===== src/rtl/shared_reg_arbiter.sv =====
// rtl/shared_reg_arbiter.sv - round-robin arbiter/sequencer sharing one register among N requesters
// Build option: define SHARED_REG_ARB_FIXED_PRIO_EN for fixed lowest-index priority.
module shared_reg_arbiter #(
    parameter int N     = 4,
    parameter int WIDTH = 8,
    parameter int OW    = $clog2(N)
) (
    input  logic                 clk,
    input  logic                 reset_async,
    input  logic [N-1:0]         req,
    input  logic [N*WIDTH-1:0]   wdata,
    output logic [N-1:0]         gnt,
    output logic                 ack,
    output logic [OW-1:0]        owner,
    output logic [WIDTH-1:0]     q,
    output logic                 busy
);

    typedef enum logic [1:0] {
        ST_IDLE  = 2'd0,
        ST_GRANT = 2'd1,
        ST_ACK   = 2'd2
    } state_e;

    state_e             state_q, state_d;
    logic [N-1:0]       gnt_q, gnt_d;
    logic               ack_q, ack_d;
    logic               busy_q, busy_d;
    logic [OW-1:0]      owner_q, owner_d;
    logic [OW-1:0]      ptr_q, ptr_d;
    logic [WIDTH-1:0]   data_q, data_d;

    logic [OW-1:0]      cand;
    logic [OW-1:0]      sel_idx;
    logic               sel_vld;

    // Scan downward so the candidate closest to the pointer is the last (winning) hit;
    // OW-bit addition wraps naturally because N is a power of two.
    always_comb begin
        cand    = '0;
        sel_idx = '0;
        sel_vld = 1'b0;
        for (int k = N - 1; k >= 0; k--) begin
            cand = ptr_q + OW'(k);
            if (req[cand]) begin
                sel_idx = cand;
                sel_vld = 1'b1;
            end
        end
    end

    always_comb begin
        state_d = state_q;
        gnt_d   = '0;
        ack_d   = 1'b0;
        owner_d = owner_q;
        ptr_d   = ptr_q;
        data_d  = data_q;
        case (state_q)
            ST_IDLE: begin
                if (sel_vld) begin
                    gnt_d   = {{(N-1){1'b0}}, 1'b1} << sel_idx;
                    owner_d = sel_idx;
                    state_d = ST_GRANT;
                end
            end
            ST_GRANT: begin
                if (req[owner_q]) begin
                    data_d  = wdata[owner_q*WIDTH +: WIDTH];
`ifdef SHARED_REG_ARB_FIXED_PRIO_EN
                    ptr_d   = '0;
`else
                    ptr_d   = owner_q + OW'(1);
`endif
                    ack_d   = 1'b1;
                    state_d = ST_ACK;
                end else begin
                    state_d = ST_IDLE;
                end
            end
            ST_ACK: begin
                state_d = ST_IDLE;
            end
            default: begin
                state_d = ST_IDLE;
            end
        endcase
        busy_d = (state_d != ST_IDLE);
    end

    always_ff @(posedge clk or negedge reset_async) begin
        if (!reset_async) begin
            state_q <= ST_IDLE;
            gnt_q   <= '0;
            ack_q   <= 1'b0;
            busy_q  <= 1'b0;
            owner_q <= '0;
            ptr_q   <= '0;
            data_q  <= '0;
        end else begin
            state_q <= state_d;
            gnt_q   <= gnt_d;
            ack_q   <= ack_d;
            busy_q  <= busy_d;
            owner_q <= owner_d;
            ptr_q   <= ptr_d;
            data_q  <= data_d;
        end
    end

    assign gnt   = gnt_q;
    assign ack   = ack_q;
    assign busy  = busy_q;
    assign owner = owner_q;
    assign q     = data_q;

endmodule


===== config.mk =====
export PLATFORM = sky130hd
export DESIGN_NAME = shared_reg_arbiter
export DESIGN_NICKNAME = d
export VERILOG_FILES = /design/src/rtl/shared_reg_arbiter.sv
export SDC_FILE = /design/constraint.sdc
export NUM_CORES = 1
export LEC_CHECK = 0
export BUFFER_PORTS_ARGS = -buffer_cell sky130_fd_sc_hd__buf_2
export CORE_ASPECT_RATIO = 0.6
export CORE_MARGIN = 5
export CORE_UTILIZATION = 44
export DETAILED_ROUTE_END_ITERATION = 10
export MAX_ROUTING_LAYER = met4
export PLACE_DENSITY = 0.75
export SYNTH_ARGS = -nofsm -noshare
export SYNTH_HDL_FRONTEND = slang
export SYNTH_SLANG_ARGS = --single-unit

===== constraint.sdc =====
create_clock -name clk -period 2 [get_ports clk]
set_input_delay 0.1 -clock clk [delete_from_list [all_inputs] [get_ports clk]]
set_output_delay 0.1 -clock clk [all_outputs]
set_load 0.05 [all_outputs]

* Word level (Yosys, flattened, before mapping) *
Cells that the tools add are included.
W data, S select, Z words.

cells by class
  eq/ne operators = 1
  shift-type cells = 2
  reductions and logical operators = 4
  order comparisons = 5
  multiplexer cells = 25
  add/subtract/negate cells = 4

operator list
  operator               count
  $shiftx A32 B6 Y8      1
  $lt A2 B3 Y1 const B   5
  $mux W2                6
  $mux W1                11
  $bmux W1 S2            5
  $mux W4                2
  $add A2 B1 Y2 const B  2
  $add A2 B2 Y2 const B  2
  $pmux W2 S2            1
  $reduce_and A2 Y1      2
  $shl A1 B2 Y4 const A  1
  $eq A2 B1 Y1 const B   1
  $logic_not A2 Y1       1
  $reduce_bool A2 Y1     1

word-level totals
  input port bits = 38
  word-level logic and storage cells = 48
  flip-flop bits (word level) = 20

* Logic depth before layout (Yosys ltp) *
Gate-level depths: netlist of the first run.

  depth in word-level cells = 10
  gate-level depth with buffers = 5

* Worst setup path after synthesis of the first run *
OpenSTA, ideal clock, no wires.

  path type = register to register
  start = register owner_q[0] (netlist: owner[0])
  end = register ptr_q[1]
  buffers on the path = 1
  library setup time = 0.125 ns
  stages on the path, launching flop included = 6
  arrival = 1.940 ns
  required time = 1.875 ns
  setup slack = -0.065 ns
  cells stage by stage = dfrtp_1 -> mux2i_1 -> mux2_2 -> or3b_4 -> buf_6 -> mux2_4

on the way
  word-level cells in the longest chain between the ends = 3
  elaborated cells between the ends (all ways) = 4
  classes of those cells = add/sub (1); mux (2); reduce/logical (1)

ends and longest elaborated chain
  element                        line  RTL
  start, declared                29    logic [OW-1:0] owner_q, owner_d;
  start signal, assigned         105   owner_q <= owner_d;
  $bmux W1 S2                    68    if (req[owner_q]) begin
  $mux W1 (not written as such)  68
  $reduce_and A2 Y1 (no line)    -
  end signal, assigned           106   ptr_q <= ptr_d;
  end, declared                  30    logic [OW-1:0] ptr_q, ptr_d;

Parallel ways exist; a longest one is shown, timed or not. The select of a mux whose other input is x is not followed.
A chain may end at the register's enable or synchronous reset.

* Worst setup path after layout of the first run *
  start = register owner_q[0] (netlist: owner[0])
  end = register data_q[1] (netlist: q[1])

on the way
  word-level cells in the longest chain between the ends = 3
  elaborated cells between the ends (all ways) = 4
  classes of those cells = shift (1); mux (2); reduce/logical (1)

ends and longest elaborated chain
  element                                                                    line  RTL
  parallel branches: the longest is 3 deep, another holds $shiftx A32 B6 Y8  -
  end signal, assigned                                                       107   data_q <= data_d;
  end, declared                                                              31    logic [WIDTH-1:0] data_q, data_d;

Parallel ways; which one is timed is not known. The select of a mux whose other input is x is not followed.

==> results.sh, run 1 <==
export IMPL_worst_pin_slew_ps=548
export IMPL_die_area_um2=3480
export IMPL_max_cap_violations=0
export IMPL_grt_max_degree=21
export IMPL_io_pins=54
export IMPL_clock_skew_final_ps=1.35
export IMPL_critical_path_endpoint="q[1]"
export IMPL_period_share=0.895
export IMPL_hold_violations=0
export IMPL_nNetsFinal=168
export IMPL_fillers=179
export IMPL_h_tree_depth=1
export IMPL_core_area_um2=2210
export IMPL_ys_top_cells_by_area="dfrtp_1 48%, mux4_2 17%, mux2_4 10%"
export IMPL_ys_types=21
export IMPL_grt_pass1_wl_um=3830
export IMPL_r2r_start="owner[0]"
export IMPL_syn_nets=109
export IMPL_drt_iter0_drc=33
export IMPL_synth_top_area_frac=0.478
export IMPL_worstReg2RegEnd="q[1]"
export IMPL_clk_latency_ps=260
export IMPL_die_w_um=72.9
export IMPL_ys_flop_type="dfrtp_1"
export IMPL_worstPathArrival_ps=1940
export IMPL_leakagePower_nw=0.749
export IMPL_gr_total_overflow=0
export IMPL_clockBufferDepth=2
export IMPL_antenna_cells=0
export IMPL_required_ps=2150
export IMPL_r2r_slack_ps=210
export IMPL_rsz0062_at_grt="false"
export IMPL_drc_errors=0
export IMPL_crit_path_start="owner[0]"
export IMPL_worst_hold_slack_ps=193
export IMPL_wl_um=2440
export IMPL_yosys_top_cells_count="20 x dfrtp_1, 8 x mux4_2, 7 x mux2_4, 5 x mux2_2"
export IMPL_vias=822
export IMPL_syn_instance_count=71
export IMPL_tns_ps=0
export IMPL_slew_headroom=0.633
export IMPL_async_reset_ff_frac=1.00
export IMPL_antenna_left=0
export IMPL_period_minus_slack_ps=1790
export IMPL_cp_end_kind="flip-flop"
export IMPL_track_usage=0.156
export IMPL_cts_sinks=20
export IMPL_antenna_found_initial=0
export IMPL_dr_pass1_iters=4
export IMPL_ctsResizeCount=0
export IMPL_syn_area_per_cell_um2=14.7
export IMPL_hold_buffers=1
export IMPL_fp_row_count=13
export IMPL_worstHoldPathType="in -> reg"
export IMPL_ys_seq_area_frac=0.478
export IMPL_ys_ff_latch=20
export IMPL_cts_buffers=3
export IMPL_setup_viol=0
export IMPL_start_kind="flip-flop"
export IMPL_numPortBuffers=53
export IMPL_path_class="reg -> reg"
export IMPL_p_per_area_nw_per_um2=1900
export IMPL_grt_pass1_vias=878
export IMPL_path_max_fanout=12
export IMPL_fmax_ghz=0.559
export IMPL_synth_edf_count=0
export IMPL_peakVddDrop_mv=0.830
export IMPL_avgViaCountPerCell=5.17
export IMPL_slew_violations=0
export IMPL_status="completed"
export IMPL_synth_top_area_cell="dfrtp_1"
export IMPL_place_congestion=0.759
export IMPL_syn_area_um2=1050
export IMPL_drive_gt1_frac=0.636
export IMPL_synth_warnings=0
export IMPL_area_delta_synth_final_pct=37.1
export IMPL_cts_clk_slew_worst_paths_ps=70
export IMPL_yosysMostFrequentCell="dfrtp_1"
export IMPL_clockRootBuffer="clkbuf_8"
export IMPL_post_cts_buffers=0
export IMPL_wl_per_cell_um=15.4
export IMPL_initial_core_util=0.473
export IMPL_rr_worst_depth=4
export IMPL_cts_tree="built"
export IMPL_die_y_um=47.8
[cell type report]
| type | count | area, um2 | share of cell area |
|---|---|---|---|
| Inverter | 4 | 15.0 | 0.0105 |
| Clock inverter | 1 | 30.0 | 0.0209 |
| Tap cell | 30 | 37.5 | 0.0262 |
| Timing Repair Buffer | 57 | 298 | 0.208 |
| Clock buffer | 3 | 41.3 | 0.0288 |
| Multi-Input combinational cell | 44 | 510 | 0.356 |
| Sequential cell | 20 | 502 | 0.350 |
[worst min-delay path by stage]
stage,startpoint,endpoint,slack (ps),cells past startpoint
6_report,req[2],gnt[2],190,3
5_1_grt,req[2],gnt[2],240,3
4_1_cts,req[2],gnt[2],190,3
3_5_place_dp,reset_async,busy,60,1
2_1_floorplan,reset_async,ack,-200,0
3_3_place_gp,reset_async,gnt[3],60,1
[cell usage in the layout (no fill, tap or decap)]
cell type | synthesis | layout
a211oi_1 | 3 | 3
a21oi_1 | 1 | 1
and3_1 | 2 | 2
buf_2 | 1 | 53
buf_4 | 0 | 3
bufinv_16 | 0 | 1
clkbuf_8 | 0 | 3
dfrtp_1 | 20 | 19
dfrtp_2 | 0 | 1
dlygate4sd3_1 | 0 | 1
inv_1 | 4 | 4
mux2_2 | 5 | 5
mux2_4 | 7 | 7
mux2i_1 | 4 | 4
mux4_2 | 8 | 8
nand2b_1 | 2 | 2
nor2_1 | 3 | 3
nor2b_1 | 1 | 1
nor3_1 | 1 | 1
nor3b_1 | 2 | 2
nor4_1 | 2 | 2
or3_1 | 1 | 1
or3b_4 | 1 | 1
xor2_1 | 1 | 1
[worst max-delay path, stage by stage, from the launching register on]
cell     delay, ps
dfrtp_2        440
mux2i_1        130
mux2_2         280
or3b_4         490
mux2_4         330
[layer usage]
metal	track usage	wire (um)	share of wire
met5	-	0	0
met4	0.0441	24	0.0098
met3	0.0566	237	0.097
met2	0.258	1210	0.49
met1	0.184	970	0.40
[state kept, by name (all words and copies together), names as in the netlist]
signal and count:
q 8, ack 1, ptr_q 2, state_q 2
owner 2, busy 1, gnt 4
[cells by family (layout without fill, tap and decap cells)]
group / Yosys count / count (layout) / synth area share
xor gates and xnor gates: 1 / 1 / 0.00837
muxes: 24 / 24 / 0.365
buffers and inverters: 7 / 65 / 0.0335
DFF: 20 / 20 / 0.478
AOI/OAI and AO/OA: 4 / 4 / 0.0263
and+or+nand+nor: 15 / 15 / 0.0885
[stage by stage]
stage | instance area, um2 | utilization | worst slack [ps] | power [mW] | instances
detailed placement | 1350 | 0.611 | 211 | 2.35 | 154
floorplan | 1050 | - | 23.2 | 2.00 | 71
global placement | 1350 | 0.611 | 274 | 2.31 | 154
global route | 1430 | 0.648 | 164 | 2.88 | 159
CTS | 1430 | 0.648 | 203 | 2.76 | 159
finish | 1430 | 0.648 | 211 | 2.73 | 159
[power by group]
part	leakage, nW	total [mW]	switching (mW)	internal (mW)
clock	0.0357	0.401	0.134	0.267
sequential	0.244	0.726	0.121	0.605
combinational	0.470	1.60	0.948	0.656
total	0.749	2.73	1.20	1.53
(Power assumes the default switching activity.)
==> inputs of run 2 (changes only) <==
--- a/config.mk
+++ b/config.mk
@@ -6,12 +6,15 @@
 export NUM_CORES = 1
 export LEC_CHECK = 0
 export BUFFER_PORTS_ARGS = -buffer_cell sky130_fd_sc_hd__buf_2
+export CELL_PAD_IN_SITES_DETAIL_PLACEMENT = 1
+export CELL_PAD_IN_SITES_GLOBAL_PLACEMENT = 1
 export CORE_ASPECT_RATIO = 0.6
 export CORE_MARGIN = 5
-export CORE_UTILIZATION = 44
+export CORE_UTILIZATION = 34
 export DETAILED_ROUTE_END_ITERATION = 10
 export MAX_ROUTING_LAYER = met4
 export PLACE_DENSITY = 0.75
+export SLEW_MARGIN = 20
 export SYNTH_ARGS = -nofsm -noshare
 export SYNTH_HDL_FRONTEND = slang
 export SYNTH_SLANG_ARGS = --single-unit
==> results.sh, run 2 (synthesis gave the netlist of run 1 again) <==
export IMPL_status="completed"
export IMPL_die_w_um=81.6
export IMPL_dp_hpwl_um=2190
export IMPL_cts_sinks=20
export IMPL_h_tree_depth=1
export IMPL_initial_core_util=0.360
export IMPL_avgViaCountPerCell=4.76
export IMPL_clk_latency_ps=260
export IMPL_core_area_um2=2910
export IMPL_drive_gt1_frac=0.633
export IMPL_cp_end_kind="flip-flop"
export IMPL_path_buf_inv=0
export IMPL_io_pins=54
export IMPL_fp_row_count=15
export IMPL_slew_headroom=0.612
export IMPL_slew_violations=0
export IMPL_worstPathArrival_ps=1930
export IMPL_clockBufferDepth=2
export IMPL_period_share=0.896
export IMPL_tns_ps=0
export IMPL_clockPowerShare=0.147
export IMPL_pwr_share_seq=0.264
export IMPL_internal_power_mw=1.52
export IMPL_grt_max_degree=21
export IMPL_max_cap_violations=0
export IMPL_setup_viol=0
export IMPL_worstReg2RegEnd="q[1]"
export IMPL_path_delay_family="multiplexers"
export IMPL_dr_pass1_iters=4
export IMPL_drt_iter0_drc=25
export IMPL_cts_tree="built"
export IMPL_place_congestion=0.715
export IMPL_fin_area_um2=1440
export IMPL_whs_endpoint="gnt[2]"
export IMPL_clock_skew_final_ps=12.6
export IMPL_final_cell_mix="53 x buf_2, 19 x dfrtp_1, 8 x mux4_2"
export IMPL_total_power_mw=2.74
export IMPL_antenna_found_initial=0
export IMPL_largest_reg_flops=8
export IMPL_rsz0062_at_grt="false"
export IMPL_path_max_fanout=12
export IMPL_cts_clk_slew_worst_paths_ps=80
export IMPL_final_common_cell="buf_2"
export IMPL_antenna_cells=0
export IMPL_rr_worst_depth=4
export IMPL_peakVddDrop_mv=0.721
export IMPL_die_area_um2=4320
export IMPL_grt_pass1_wl_um=4240
export IMPL_start_kind="flip-flop"
export IMPL_fmax_ghz=0.558
export IMPL_nNetsFinal=167
export IMPL_p_switching_mw=1.22
export IMPL_numPortBuffers=53
export IMPL_hold_depth=3
export IMPL_drc_errors=0
export IMPL_wl_um=2670
export IMPL_swShare=0.446
export IMPL_cp_slowest_cell="or3b_4"
export IMPL_cts_buffers=3
export IMPL_cpPeakStageDelay_ps=490
export IMPL_period_minus_slack_ps=1790
export IMPL_grt_pass1_vias=920
export IMPL_wl_per_cell_um=15.7
export IMPL_required_ps=2140
export IMPL_gr_total_overflow=0
export IMPL_worstHoldPathType="in -> reg"
export IMPL_antenna_left=0
export IMPL_leakagePower_nw=0.744
export IMPL_ctsResizeCount=0
export IMPL_power_frac_comb=0.589
export IMPL_vias=809
export IMPL_r2r_slack_ps=210
export IMPL_hp_start="req[2]"
export IMPL_die_y_um=53.0
export IMPL_fillers=324
export IMPL_path_class="reg -> reg"
export IMPL_r2r_start="owner[0]"
export IMPL_hold_violations=0
export IMPL_cp_cell_sequence="mux2i_1 > mux2_2 > or3b_4 > mux2_4"
export IMPL_track_usage=0.137
export IMPL_p_per_area_nw_per_um2=1900
export IMPL_worst_pin_slew_ps=578
export IMPL_clockRootBuffer="clkbuf_8"
export IMPL_placed_cell_area_um2=1360
export IMPL_area_delta_synth_final_pct=37.8
run 2: final cells by class:
cell class	count	area [um2]	area share
clock buffer	3	41.3	0.0286
sequential	20	502	0.348
timing repair buffer	56	290	0.201
inverter	4	15.0	0.0104
clock inverter	1	30.0	0.0208
multi-input combinational	44	510	0.354
tap	42	52.6	0.0365
run 2: how the worst max path moves through the flow:
stage	from	to	depth (start not counted)
2_1_floorplan	owner[1]	ptr_q[1]	4
3_5_place_dp	owner[0]	q[2]	4
5_1_grt	owner[0]	q[2]	4
4_1_cts	owner[0]	q[1]	4
6_report	owner[0]	q[1]	4
3_3_place_gp	owner[0]	q[0]	4
run 2: layer usage:
metal / part of all wire / vias up / global-route usage
li1: - / 377 / -
met1: 0.43 / 400 / 0.157
met2: 0.52 / 30 / 0.241
met3: 0.045 / 2 / 0.0323
met4: 0.0045 / 0 / 0.0414
met5: 0 / - / -
run 2: worst register-to-register path: cells and delay by family, from the launching register on:
kind | cells | cell delay, ps
flip-flops | 1 | 430
AND/OR/NAND/NOR | 1 | 490
multiplexers | 3 | 750
run 2: power by group through the flow:
stage                     Combinational (mW)  Sequential (mW)  Clock (mW)
after floorplan                        0.745             1.26           0
after global placement                  1.59            0.723           0
after detailed placement                1.63            0.732           0
after CTS                               1.64            0.729       0.412
after global routing                    1.70            0.751       0.428
final                                   1.61            0.723       0.403
run 2: repair_timing:
item | in CTS | in global routing
endpoints found under the hold margin | 20 | 0
hold buffers | 1 | 0
setup buffers | 0 | 0
run 2: per-stage QoR:
step | hold slack, ps | cells | worst slack (ps) | utilization
floorplan | -196 | 71 | 23.2 | -
global placement | 55.3 | 165 | 277 | 0.468
detailed placement | 67.3 | 165 | 224 | 0.468
CTS | 195 | 170 | 193 | 0.495
global route | 240 | 170 | 165 | 0.495
finish | 200 | 170 | 208 | 0.495
